`config.mk`:
```
export PLATFORM = sky130hd
export DESIGN_NAME = timer_ctrl
export DESIGN_NICKNAME = d
export VERILOG_FILES = /design/src/rtl/timer_ctrl.sv
export SDC_FILE = /design/constraint.sdc
export NUM_CORES = 1
export LEC_CHECK = 0
export ABC_AREA = 1
export ABC_CLOCK_PERIOD_IN_PS = 14100
export CORE_MARGIN = 3
export CORE_UTILIZATION = 60
export CTS_CLUSTER_DIAMETER = 60
export CTS_CLUSTER_SIZE = 12
export DETAILED_ROUTE_END_ITERATION = 7
export MAX_ROUTING_LAYER = met4
export PLACE_DENSITY = 0.8
export SLEW_MARGIN = 10
export SYNTH_ARGS = -nofsm -noshare
export SYNTH_HDL_FRONTEND = slang
export SYNTH_SLANG_ARGS = --single-unit
```
`constraint.sdc`:
```
create_clock -name clk -period 14.1 [get_ports clk]
set_input_delay 2.82 -clock clk [delete_from_list [all_inputs] [get_ports clk]]
set_output_delay 2.82 -clock clk [all_outputs]
set_load 0.1 [all_outputs]
```
`src/rtl/timer_ctrl.sv`:
```
// Machine timer: 64-bit mtime/mtimecmp with prescaler and a req/ack register port.
// Bus latency 1 cycle (ack + rdata the cycle after accept); one access in flight, no stalls.
module timer_ctrl #(
    parameter logic [7:0]  PRESCALE_RST = 8'd0,
    parameter logic [63:0] CMP_RST      = 64'hFFFF_FFFF_FFFF_FFFF
) (
    input  logic        clk,
    input  logic        rst,
    input  logic        req,
    input  logic        we,
    input  logic [4:0]  addr,
    input  logic [31:0] wdata,
    output logic [31:0] rdata,
    output logic        ack,
    output logic        timer_interrupt
);

    typedef enum logic {IDLE, RESP} state_t;

    state_t      state, state_nxt;
    logic        accept;
    logic        en, auto_reload, irq_en;
    logic [7:0]  prescale;
    logic [7:0]  pcnt;
    logic [63:0] mtime, mtimecmp;
    logic [31:0] hi_shadow;
    logic        pending;
    logic [31:0] rd_val;
    logic        addr_unused;

    assign addr_unused = ^addr[1:0];

    always_ff @(posedge clk or posedge rst) begin
        if (rst) state <= IDLE;
        else     state <= state_nxt;
    end

    always_comb begin
        state_nxt = state;
        accept    = 1'b0;
        ack       = 1'b0;
        case (state)
            IDLE: if (req) begin
                accept    = 1'b1;
                state_nxt = RESP;
            end
            RESP: begin
                ack       = 1'b1;
                state_nxt = IDLE;
            end
            default: state_nxt = IDLE;
        endcase
    end

    logic [2:0] word;
    logic       wr, rd;
    logic       wr_ctrl, wr_status, wr_mlo, wr_mhi, wr_clo, wr_chi, rd_mlo;
    logic       tick, cmp_hit;

    assign word      = addr[4:2];
    assign wr        = accept & we;
    assign rd        = accept & ~we;
    assign wr_ctrl   = wr && (word == 3'd0);
    assign wr_status = wr && (word == 3'd1);
    assign wr_mlo    = wr && (word == 3'd2);
    assign wr_mhi    = wr && (word == 3'd3);
    assign wr_clo    = wr && (word == 3'd4);
    assign wr_chi    = wr && (word == 3'd5);
    assign rd_mlo    = rd && (word == 3'd2);

    assign tick            = en && (pcnt == prescale);
    assign cmp_hit         = mtime >= mtimecmp;
    assign timer_interrupt = pending & irq_en;

    always_comb begin
        rd_val = 32'd0;
        case (word)
            3'd0: rd_val = {16'd0, prescale, 5'd0, irq_en, auto_reload, en};
            3'd1: rd_val = {31'd0, pending};
            3'd2: rd_val = mtime[31:0];
            3'd3: rd_val = hi_shadow;
            3'd4: rd_val = mtimecmp[31:0];
            3'd5: rd_val = mtimecmp[63:32];
            default: rd_val = 32'd0;
        endcase
    end

    always_ff @(posedge clk or posedge rst) begin
        if (rst) begin
            en          <= 1'b0;
            auto_reload <= 1'b0;
            irq_en      <= 1'b0;
            prescale    <= PRESCALE_RST;
            mtimecmp    <= CMP_RST;
            rdata       <= 32'd0;
            hi_shadow   <= 32'd0;
        end else begin
            if (wr_ctrl) begin
                en          <= wdata[0];
                auto_reload <= wdata[1];
                irq_en      <= wdata[2];
                prescale    <= wdata[15:8];
            end
            if (wr_clo) mtimecmp[31:0]  <= wdata;
            if (wr_chi) mtimecmp[63:32] <= wdata;
            if (rd)     rdata           <= rd_val;
            // Capturing the high half here makes a LO-then-HI read pair coherent.
            if (rd_mlo) hi_shadow       <= mtime[63:32];
        end
    end

    always_ff @(posedge clk or posedge rst) begin
        if (rst) begin
            pcnt    <= 8'd0;
            mtime   <= 64'd0;
            pending <= 1'b0;
        end else begin
            if (wr_ctrl || !en || tick) pcnt <= 8'd0;
            else                        pcnt <= pcnt + 8'd1;

            // A software write to either half takes precedence over the tick.
            if (wr_mlo || wr_mhi) begin
                if (wr_mlo) mtime[31:0]  <= wdata;
                if (wr_mhi) mtime[63:32] <= wdata;
            end else if (tick) begin
                mtime <= (auto_reload && cmp_hit) ? 64'd0 : mtime + 64'd1;
            end

            if (en && cmp_hit)             pending <= 1'b1;
            else if (wr_status && wdata[0]) pending <= 1'b0;
        end
    end

endmodule

```
==> run metrics, run 1 <==
gr ovfl total=0; chip height=158 µm; average detailed-routed wire length per instance=20.4 µm; highest net fanout along the worst path=66; worst-case register-to-register setup slack=10.70 ns; post-synthesis async set-or-reset flop share=1.00; FF/Latch Area=0.00541 mm²; Power Dens Cells=193 mW/mm²; number of cells traversed by the worst register-to-register path=16; critical path data arrival time=5.63 ns; CTS Buf Count=23; total core area=0.0227 mm²; CTS-repair resized insts=0; fraction of post-synthesis cell area in the top cell type by area=0.269; Fin Clk Skew=0.0124 ns; most frequent cell after synthesis=sky130_fd_sc_hd__nand2_1; classification of the worst setup path=primary input to flip-flop; number of flip-flops and latches in the synthesized netlist=213; Net Count, Synth=2125; data required time of the critical path=14.50 ns; most common library cells after synthesis=sky130_fd_sc_hd__nand2_1, sky130_fd_sc_hd__nor2_1, sky130_fd_sc_hd__inv_1, sky130_fd_sc_hd__a21oi_1, sky130_fd_sc_hd__o21ai_0; global placer's final weighted congestion=1.03; number of antenna cells inserted=0; launch point of the critical path=req; path type of the worst min-delay path=flip-flop to flip-flop; count of filler cells inserted in the layout=1917; final routed DRC violation total=0; Detailed Route Iter0 Violations=1588; layout overhead on the synthesized area=11.2%; Max VDD drop=0.143 mV; time the worst path needs with I/O delays and setup=5.23 ns; Die Outline Area=0.0250 mm²; category of the worst setup path launch point=primary input; main flop type after synthesis=sky130_fd_sc_hd__dfrtp_1; relative slew slack=0.296; cell area after synthesis=0.0139 mm²; port buffer count=72; Post-Syn Instances=2018; aggregate global-route resource usage=0.393; post-route fraction of the period consumed by the critical path=0.371; FF-to-FF Start=mtime[0]$_DFFE_PP0P_; Detailed Place HPWL=35300 µm; starting utilization of the core area=0.611; via count=14331; cell at the root of the clock tree=sky130_fd_sc_hd__clkbuf_16; total power=2.98 mW; pin count of the biggest net entering global routing=133; Final Hold Violating Endpoints=0; Final ANT Viol Nets=0; Max Cap Viol=0; die width=158 µm; deepest clock path buffer count=3; terminus of the critical flop-to-flop path=mtime[51]$_DFFE_PP0P_; clk_lat worst skew=0.52 ns; Syn. warnings=0; detailed-route vias per instance=6.08; antenna violations before repair=0; timing endpoint of the critical path=mtime[34]$_DFFE_PP0P_; Post-CTS Setup Repair Bufs=0; unrepaired setup endpoints after global routing=false; Post-synth EDFFs=0; post-synthesis cell type with the largest combined area=sky130_fd_sc_hd__dfrtp_1; total area of multi-input combinational cells=0.00718 mm²; status=finished clean; IO Pins=75; Slew Viols, Final=0; clock tree from TritonCTS=done; Final Routed Wirelength=48100 µm; iteration count of the initial detailed-routing pass=5; vias in the first global route=13312; fraction of final layout cells sized beyond drive strength 1=0.0714; site row count=55; post-route setup TNS=0 ns; synth top area cells=sky130_fd_sc_hd__dfrtp_1, sky130_fd_sc_hd__nand2_1, sky130_fd_sc_hd__dfstp_2, sky130_fd_sc_hd__nor2_1, sky130_fd_sc_hd__a21oi_1; leakage=7.50 nW; transition time at the pin with the least slew margin=1.05 ns; wire length of the first global-routing pass=74300 µm; number of setup violations in the final report=0; number of clock sinks=213; Synth cell types=47; utilization of the core after routing=0.680; Fmax achieved=191 MHz; kind of capture point of the worst setup path=flip-flop; mean area per synthesized cell=6.88 µm²; total of hold buffers inserted after clock tree synthesis=0; H-tree levels=1; sequential cell area fraction in the yosys report=0.390; number of nets in the finished design=2165; clock-pin slew reported for the worst setup and hold paths after clock tree synthesis=0.06 ns
-- per-layer routing --
metal / global-route usage / vias to the layer above / part of all wire
li1: - / 6597 / -
met1: 0.554 / 6747 / 0.41
met2: 0.586 / 870 / 0.44
met3: 0.0755 / 117 / 0.12
met4: 0.104 / 0 / 0.029
met5: - / - / 0
-- critical path: stages --
cell and delay [ns]:
sky130_fd_sc_hd__clkdlybuf4s50_1 0.45, sky130_fd_sc_hd__inv_1 0.04, sky130_fd_sc_hd__nor2_1 0.16, sky130_fd_sc_hd__nand2_1 0.28
sky130_fd_sc_hd__nor2_1 0.18, sky130_fd_sc_hd__buf_4 0.28, sky130_fd_sc_hd__inv_2 0.07, sky130_fd_sc_hd__nand3_2 0.07
sky130_fd_sc_hd__buf_4 0.56, sky130_fd_sc_hd__nand2_1 0.12, sky130_fd_sc_hd__buf_4 0.31, sky130_fd_sc_hd__nor2_1 0.16
sky130_fd_sc_hd__a21oi_1 0.06
-- per-stage QoR --
stage | cells | setup WS (ns) | instance area (µm²) | hold WS (ns)
detailed placement | 2318 | 8.45 | 14800 | 0.461
global route | 2359 | 8.70 | 15400 | 0.490
global placement | 2318 | 8.58 | 14800 | 0.443
finish | 2359 | 8.87 | 15400 | 0.468
floorplan | 2018 | 5.56 | 13900 | 0.453
CTS | 2359 | 8.95 | 15400 | 0.469
-- worst min path at each step --
stage	cells after the start	slack (ns)	start	to
after floorplan	2	0.45	hi_shadow[0]$_DFFE_PP0P_	hi_shadow[0]$_DFFE_PP0P_
after global routing	1	0.49	state$_DFF_PP0_	state$_DFF_PP0_
after detailed placement	1	0.46	state$_DFF_PP0_	state$_DFF_PP0_
final	1	0.47	state$_DFF_PP0_	state$_DFF_PP0_
after CTS	1	0.47	state$_DFF_PP0_	state$_DFF_PP0_
after global placement	1	0.44	state$_DFF_PP0_	state$_DFF_PP0_
-- kinds of logic after synthesis --
family                   after synthesis  share of synthesized area
flip-flops                           213                      0.390
multiplexers                           1                   0.000811
AND/OR/NAND/NOR                      995                      0.294
AO/OA/AOI/OAI                        410                      0.159
XOR/XNOR                               3                    0.00189
buffers and inverters                330                     0.0953
adder cells (fa/ha/maj)               66                     0.0595
-- placed cells by master, fill, tap and decap left out, types with 23 or more instances in the layout --
cell	count
sky130_fd_sc_hd__clkdlybuf4s50_1	72
sky130_fd_sc_hd__nor2_1	257
sky130_fd_sc_hd__a21oi_1	194
sky130_fd_sc_hd__dfstp_2	64
sky130_fd_sc_hd__nand3_1	47
sky130_fd_sc_hd__clkbuf_16	23
sky130_fd_sc_hd__dfrtp_1	149
sky130_fd_sc_hd__nand2_1	585
sky130_fd_sc_hd__o21ai_0	160
sky130_fd_sc_hd__nor3_1	35
sky130_fd_sc_hd__nand4_1	28
sky130_fd_sc_hd__inv_1	252
sky130_fd_sc_hd__ha_1	66
-- cell type report --
class | count | area share
Inverter | 255 | 0.0625
Sequential cell | 213 | 0.350
Clock buffer | 38 | 0.0416
Clock inverter | 3 | 0.00186
Tap cell | 285 | 0.0231
Timing Repair Buffer | 90 | 0.0554
Multi-Input combinational cell | 1475 | 0.465
-- power by group --
part           switching [mW]  leakage (nW)  total [mW]  internal [mW]
registers               0.275          2.52        1.12          0.846
clock network           0.249         0.322       0.561          0.312
logic                   0.879          4.66        1.29          0.415
total                    1.40          7.50        2.98           1.57
-- sequential cells by signal, indices dropped and copies added (netlist names), 8 cells and up --
| signal | flops |
|---|---|
| pcnt | 8 |
| mtimecmp | 64 |
| prescale | 8 |
| hi_shadow | 32 |
| rdata | 32 |
| mtime | 64 |
No activity file was read; power rests on OpenSTA's default activity.
==> inputs of run 2 (changes only) <==
--- a/config.mk
+++ b/config.mk
@@ -6,14 +6,14 @@
 export NUM_CORES = 1
 export LEC_CHECK = 0
 export ABC_AREA = 1
-export ABC_CLOCK_PERIOD_IN_PS = 14100
+export ABC_CLOCK_PERIOD_IN_PS = 4600
 export CORE_MARGIN = 3
-export CORE_UTILIZATION = 60
+export CORE_UTILIZATION = 55
 export CTS_CLUSTER_DIAMETER = 60
 export CTS_CLUSTER_SIZE = 12
 export DETAILED_ROUTE_END_ITERATION = 7
 export MAX_ROUTING_LAYER = met4
-export PLACE_DENSITY = 0.8
+export PLACE_DENSITY = 0.77
 export SLEW_MARGIN = 10
 export SYNTH_ARGS = -nofsm -noshare
 export SYNTH_HDL_FRONTEND = slang
==> constraint.sdc (replaced) <==
create_clock -name clk -period 4.6 [get_ports clk]
set_input_delay 0.92 -clock clk [delete_from_list [all_inputs] [get_ports clk]]
set_output_delay 0.92 -clock clk [all_outputs]
set_load 0.1 [all_outputs]
==> run 2 against run 1 <==
Against the previous run:
- via count is 1.6% lower
- combinational power grew to 3.0 times the previous value
- first-iteration DRC count is 0.69% higher
- critical path type is now flip-flop to flip-flop
==> run metrics, run 2 (synthesis gave the netlist of run 1 again) <==
total of hold buffers inserted after clock tree synthesis=0 (unchanged); layout overhead on the synthesized area=12.8%; detailed-route vias per instance=5.86 (-3.6%); stage delay of the slowest cell on the critical path=0.60 ns (+0.04 ns); ordered cell list for the critical path=inv_1, ha_1, nand2_1, nor2_1, nand2_1, nor2_1, nand2_1, nand2_1, nor2_1, nand2_1, nand2_1, nand2_1, nand2_2, buf_4, nand2_1, a21oi_1; Power Dens Cells=586 mW/mm² (+200%); kind of capture point of the worst setup path=flip-flop; clk_lat worst skew=0.54 ns (+0.02 ns); relative slew slack=0.315 (+0.0193); classification of the worst setup path=flip-flop to flip-flop; Slew Viols, Final=0 (unchanged); final routed DRC violation total=0 (unchanged); iteration count of the initial detailed-routing pass=6 (+1); number of clock sinks=213 (unchanged); gr ovfl total=0 (unchanged); CTS Buf Count=24 (+4.3%); CTS-repair resized insts=0 (unchanged); Detailed Route Iter0 Violations=1599 (+0.69%); Fmax achieved=313 MHz; count of filler cells inserted in the layout=2245 (+17%); Die Outline Area=0.0272 mm² (+8.7%); biggest regs=mtime x64, mtimecmp x64; starting utilization of the core area=0.566 (-0.0455); clock-pin slew reported for the worst setup and hold paths after clock tree synthesis=0.06 ns (about the same); aggregate global-route resource usage=0.372 (-0.0214); total area of multi-input combinational cells=0.00718 mm² (unchanged); Final Routed Wirelength=48300 µm (+0.41%); highest-delay cell along the critical path=sky130_fd_sc_hd__dfrtp_1; data required time of the critical path=5.05 ns (-9.45 ns); smallest setup slack after layout=1.40 ns (-7.46 ns); number of nets in the finished design=2174 (+0.42%); status=finished clean; post-route fraction of the period consumed by the critical path=0.695; clock tree from TritonCTS=done; port buffer count=72 (unchanged); post-route setup TNS=0 ns (unchanged); cell at the root of the clock tree=sky130_fd_sc_hd__clkbuf_16; pin count of the biggest net entering global routing=87 (-35%); wire length of the first global-routing pass=75600 µm (+1.8%); Final Hold Violating Endpoints=0 (unchanged); most used cell along the critical path=sky130_fd_sc_hd__nand2_1; number of setup violations in the final report=0 (unchanged); Detailed Place HPWL=36600 µm (+3.6%); Max Cap Viol=0 (unchanged); worst slack at placement=1.06 ns (-7.39 ns); Fin Clk Skew=0.0167 ns (+0.00437 ns); IO Pins=75 (unchanged); Final ANT Viol Nets=0 (unchanged); fraction of final layout cells sized beyond drive strength 1=0.0773 (+0.00593); highest net fanout along the worst path=64 (-3.0%); die width=165 µm (+4.3%); number of antenna cells inserted=0 (unchanged); global placer's final weighted congestion=1.07 (+3.5%); most common cell after layout, fill and taps aside=sky130_fd_sc_hd__nand2_1; critical path data arrival time=3.65 ns (-1.98 ns); Max VDD drop=0.349 mV (+140%); H-tree levels=1 (unchanged); leakage=7.59 nW (+1.1%); path type of the worst min-delay path=flip-flop to flip-flop; deepest clock path buffer count=3 (unchanged); total core area=0.0245 mm² (+8.0%); via count=14096 (-1.6%); category of the worst setup path launch point=flip-flop; vias in the first global route=13111 (-1.5%); commonest non-fill, non-tap cells in the layout=sky130_fd_sc_hd__nand2_1, sky130_fd_sc_hd__nor2_1, sky130_fd_sc_hd__inv_1; Post-CTS Setup Repair Bufs=0 (unchanged); FF/Latch Area=0.00541 mm² (unchanged); unrepaired setup endpoints after global routing=false; transition time at the pin with the least slew margin=1.03 ns (-0.0209 ns); chip height=165 µm (+4.3%); time the worst path needs with I/O delays and setup=3.20 ns; site row count=57 (+3.6%); antenna violations before repair=0 (unchanged); average detailed-routed wire length per instance=20.1 µm (-1.6%)
==> run 2: cell types whose count changed in the layout (fill, tap and decap cells not counted), sizes merged <==
cell,change
buf,+8
bufinv,+1
clkinv,+2
clkbuf,-2
clkinvlp,+1
inv,-1
==> run 2: stage by stage <==
stage | std cells | util | power [mW] | hold slack [ns] | instance area, µm²
5_1_grt | 2407 | 0.639 | 9.87 | 0.499 | 15700
2_1_floorplan | 2018 | - | 5.98 | 0.453 | 13900
4_1_cts | 2407 | 0.639 | 9.14 | 0.467 | 15700
6_report | 2407 | 0.639 | 9.19 | 0.458 | 15700
3_3_place_gp | 2365 | 0.608 | 7.08 | 0.440 | 14900
3_5_place_dp | 2365 | 0.608 | 7.22 | 0.459 | 14900
==> run 2: critical path: cells and delay by family, from the launching register on <==
kind / cells / cell delay (ns)
adders and majority gates: 1 / 0.34
buffers and inverters: 2 / 0.81
DFF: 1 / 0.60
AOI/OAI and AO/OA: 1 / 0.18
and+or+nand+nor: 12 / 1.17
==> run 2: layout make-up <==
class	count	area share
Clock buffer	36	0.0432
Timing Repair Buffer	98	0.0609
Inverter	255	0.0613
Multi-Input combinational cell	1475	0.459
Tap cell	324	0.0259
Clock inverter	6	0.00471
Sequential cell	213	0.345
==> run 2: worst paths after layout <==
| path | slack [ns] | cells after the start | to | start |
|---|---|---|---|---|
| min reg2reg | 0.46 | 1 | state$_DFF_PP0_ | state$_DFF_PP0_ |
| min | 0.46 | 1 | state$_DFF_PP0_ | state$_DFF_PP0_ |
| max | 1.40 | 16 | mtime[11]$_DFFE_PP0P_ | mtime[0]$_DFFE_PP0P_ |
| min in group asynchronous | 0.89 | 2 | rdata[27]$_DFFE_PP0P_ | rst |
| max in group asynchronous | 2.83 | 3 | mtimecmp[15]$_DFFE_PP1P_ | rst |
| max reg2reg | 1.40 | 16 | mtime[11]$_DFFE_PP0P_ | mtime[0]$_DFFE_PP0P_ |
==> run 2: power by group <==
part | leakage [nW] | switching (mW) | internal [mW]
clock | 0.363 | 0.807 | 1.08
sequential | 2.52 | 0.813 | 2.59
combinational | 4.71 | 2.63 | 1.27
==> run 2: metal layers <==
layer | up-vias | global-route usage | share of wire
met4 | 0 | 0.0919 | 0.028
met2 | 705 | 0.553 | 0.44
li1 | 6615 | - | -
met3 | 100 | 0.0770 | 0.11
met1 | 6676 | 0.523 | 0.43
met5 | - | - | 0
